--- src/rtl/display_controller.sv ---
// Four-digit 7-segment scan controller: divides the clock into digit slots,
// blanks the anodes at the start of each slot and swaps display words only at frame boundaries.
module display_controller #(
    parameter int REFRESH_DIV  = 50000,
    parameter int BLANK_CYCLES = 500
) (
    input  logic        clk,
    input  logic        reset,
    input  logic        load,
    input  logic [15:0] din,
    output logic [1:0]  seg_sel,
    output logic [3:0]  d0,
    output logic [3:0]  d1,
    output logic [3:0]  d2,
    output logic [3:0]  d3,
    output logic [3:0]  an,
    output logic        frame_done
);

    localparam int CNT_W = $clog2(REFRESH_DIV);
    localparam logic [CNT_W-1:0] LAST_CNT  = CNT_W'(REFRESH_DIV - 1);
    localparam logic [CNT_W-1:0] BLANK_CNT = CNT_W'(BLANK_CYCLES);

    logic [CNT_W-1:0] div_cnt;
    logic [15:0]      shadow;
    logic             pending;
    logic             slot_end;
    logic             wrap;

    assign slot_end   = (div_cnt == LAST_CNT);
    assign wrap       = slot_end && (seg_sel == 2'd3);
    assign frame_done = wrap;

    always_ff @(posedge clk or negedge reset) begin
        if (!reset) begin
            div_cnt <= '0;
            seg_sel <= 2'd0;
        end else if (slot_end) begin
            div_cnt <= '0;
            seg_sel <= seg_sel + 2'd1;
        end else begin
            div_cnt <= div_cnt + 1'b1;
        end
    end

    // A load on the wrap cycle goes straight to the display and supersedes any shadowed word.
    always_ff @(posedge clk or negedge reset) begin
        if (!reset) begin
            shadow  <= 16'h0000;
            pending <= 1'b0;
            d0      <= 4'h0;
            d1      <= 4'h0;
            d2      <= 4'h0;
            d3      <= 4'h0;
        end else if (load) begin
            if (wrap) begin
                {d3, d2, d1, d0} <= din;
                pending          <= 1'b0;
            end else begin
                shadow  <= din;
                pending <= 1'b1;
            end
        end else if (wrap && pending) begin
            {d3, d2, d1, d0} <= shadow;
            pending          <= 1'b0;
        end
    end

    always_comb begin
        an = 4'b1111;
        if (div_cnt >= BLANK_CNT) begin
            an = ~(4'b0001 << seg_sel);
        end
    end

endmodule
--- config.mk ---
export PLATFORM = sky130hd
export DESIGN_NAME = display_controller
export DESIGN_NICKNAME = d
export VERILOG_FILES = /design/src/rtl/display_controller.sv
export SDC_FILE = /design/constraint.sdc
export NUM_CORES = 1
export LEC_CHECK = 0
export BUFFER_PORTS_ARGS = -buffer_cell sky130_fd_sc_hd__clkbuf_2
export CAP_MARGIN = 20
export CORE_UTILIZATION = 45
export DETAILED_ROUTE_END_ITERATION = 6
export PLACE_DENSITY_LB_ADDON = 0.15
export SLEW_MARGIN = 20
export SYNTH_ARGS = -nofsm -noshare
export SYNTH_HDL_FRONTEND = slang
export SYNTH_SLANG_ARGS = --single-unit
--- constraint.sdc ---
create_clock -name clk -period 5.4 [get_ports clk]
set_input_delay 0 -clock clk [delete_from_list [all_inputs] [get_ports clk]]
set_output_delay 0 -clock clk [all_outputs]
set_load 0.02 [all_outputs]
==> qor.yml <==
run_status:
  status: "finished, final reports clean"
drt:
  wl_per_cell_um: 14.0
  vias: 1674
  dr.first_iter.drc_count: 49
  routed_wl_um: 4670
  drt_pre_antenna_iters: 4
  viasPerCell: 5.01
  drc: 0
  ant_nets: 0
clock_tree:
  cts_buffers: 5
  clock_path_buffers: 2
  cts_tree: "done"
  cts-root-buf: "clkbuf_8"
  insertion_delay_ps: 300
  numClockSinks: 51
  htree_levels: 2
  clk_pin_slew_ps: 90
  cts_setup_buffers: 0
critical_path:
  rrSetupSlack_ps: 3010
  critical_path_required_ps: 5590
  r2r-end: "shadow[2]"
  start_kind: "flip-flop"
  worstReg2RegStart: "div_cnt[13]"
  cp_max_fo: 18
  path_class: "reg -> reg"
  critPathArrivalTime_ps: 2580
  end_kind: "flip-flop"
  r2r_cells: 4
worst_hold_path:
  hp-class: "in -> async"
floorplan:
  die_y_um: 75.2
  core-area_um2: 5140
  boundaryPins: 42
  start_util: 0.469
  die_w_um: 75.2
  dieArea_um2: 5650
  row_count: 26
timing:
  worst_pin_slew_ps: 937
  rsz0062_at_grt: "no"
  min_period_ps: 2390
  maxSlewHeadroom: 0.373
  drv_slew: 0
  holdWs_ps: 341
  setup_violations: 0
  fin_crit_sh: 0.443
  fin_skew_ps: 7.95
  fin_tns_setup_ps: 0
  layout_setup_ws_ps: 3010
  hold_violations: 0
  max_freq_mhz: 418
layout:
  final_design_area_no_fill_um2: 2950
  fin_nets: 288
  final_cell_mix: "dfrtp_1 (51), clkbuf_2 (41), o21ai_0 (32), dlygate4sd3_1 (17), mux2i_1 (16)"
  syn_to_final_growth_pct: 22.5
  final_layout_size_suffix_gt1_frac: 0.273
  layout_commonest_cell: "dfrtp_1"
  finish.utilization: 0.574
  fill_cells: 465
  diodes: 0
power_and_ir_drop:
  p_leak_nw: 1.41
  p_comb_frac: 0.082
  ir_worst_vdd_uv: 179
  power.internal_mw: 0.579
  power_density_nw_per_um2: 248
  swShare: 0.211
  clkPwrFrac: 0.373
  p_sw_mw: 0.155
  power_frac_seq: 0.545
global_routing:
  antenna_found_initial: 0
  track_usage: 0.186
  grt_max_degree: 52
  grt_overflow_total: 0
  grt_pass1_vias: 1648
  grt_pass1_wl_um: 7760
placed_design:
  port_buffers: 41
  dpl.hpwl_um: 3060
  globalplace.congestion: 0.779
  postPlaceCellArea_um2: 2670
  place_ws_ps: 3020
yosys:
  synth_area_um2: 2410
  syn-mean-instance-area_um2: 11.8
  ys_seq_elements: 51
  ys_warn_count: 0
  yosysSeqAreaShare: 0.530
  synth_cell_types: 30
  netlist_instances: 204
  synth_nets: 229
flow_run:
  drv_cap: 0
routing by layer:
layer	share of wire	vias up	global-route usage	routed length, um
met2	0.49	29	0.313	2290
met5	0	-	0	0
met4	0.0071	0	0.0494	33
met3	0.038	4	0.0522	176
li1	-	845	-	-
met1	0.47	796	0.236	2170
power groups by stage:
stage,Sequential (mW),Combinational [mW],Clock [mW]
after global routing,0.402,0.0662,0.299
final,0.400,0.0599,0.274
after detailed placement,0.407,0.0515,0
after floorplan,0.406,0.0332,0
after global placement,0.407,0.0505,0
after CTS,0.400,0.0612,0.282
cells by family after synthesis:
| kind of cell | share of synthesized area |
|---|---|
| AO/OA/AOI/OAI | 0.0794 |
| XOR/XNOR | 0.0509 |
| adder cells (fa/ha/maj) | 0.0312 |
| buffers and inverters | 0.0327 |
| flip-flops | 0.530 |
| multiplexers | 0.157 |
| AND/OR/NAND/NOR | 0.119 |
metrics by stage:
stage          instances  total power, mW
3_3_place_gp         309            0.457
6_report             334            0.734
2_1_floorplan        204            0.439
3_5_place_dp         309            0.459
5_1_grt              334            0.766
4_1_cts              334            0.743
registers in the layout (all words and copies together), names as in the netlist:
name     cells
d2           4
pending      1
d3           4
shadow      16
div_cnt     16
seg_sel      2
d0           4
d1           4
cell usage after synthesis (all sizes together):
library cell	n	area share
a21oi	1	0.0021
a31oi	1	0.0026
and3	1	0.0026
and4	3	0.011
buf	4	0.017
clkbuf	5	0.0078
dfrtp	51	0.53
ha	6	0.031
inv	5	0.0078
mux2	16	0.090
mux2i	16	0.066
nand2	10	0.022
nand3	5	0.010
nand4	7	0.018
nand4b	1	0.0036
nand4bb	1	0.0047
nor2	11	0.017
nor2b	1	0.0026
nor3	1	0.0021
nor4	5	0.013
o21ai	36	0.075
or2	1	0.0026
or4	2	0.0093
xnor2	6	0.022
xor2	8	0.029
how the worst max path moves through the flow:
stage	end	start	slack (ps)	cells past startpoint
after global placement	shadow[2]	div_cnt[13]	3040	4
after global routing	shadow[15]	div_cnt[13]	2940	4
after floorplan	shadow[10]	div_cnt[13]	3130	6
final	shadow[2]	div_cnt[13]	3010	4
after detailed placement	shadow[2]	div_cnt[13]	3020	4
after CTS	shadow[2]	div_cnt[13]	2990	4
cell type report:
cell class                      instances  area [um2]  area share
Tap cell                               70        87.6      0.0297
Clock inverter                          2        35.0      0.0119
Inverter                                5        18.8     0.00636
Sequential cell                        51        1280       0.432
Timing Repair Buffer                   61         398       0.135
Clock buffer                            6        82.6      0.0280
Multi-Input combinational cell        139        1050       0.357
what timing repair did:
action                                 CTS  global route
gates resized for setup                  0             0
hold buffers                            17             0
endpoints found under the hold margin   72             0
critical path: stages, from the launching register on:
cell and delay, ps:
dfrtp_1 420, or4_4 580, or4_4 690, nand2_8 220, mux2_2 360
Power figures use the tool's default switching activity.
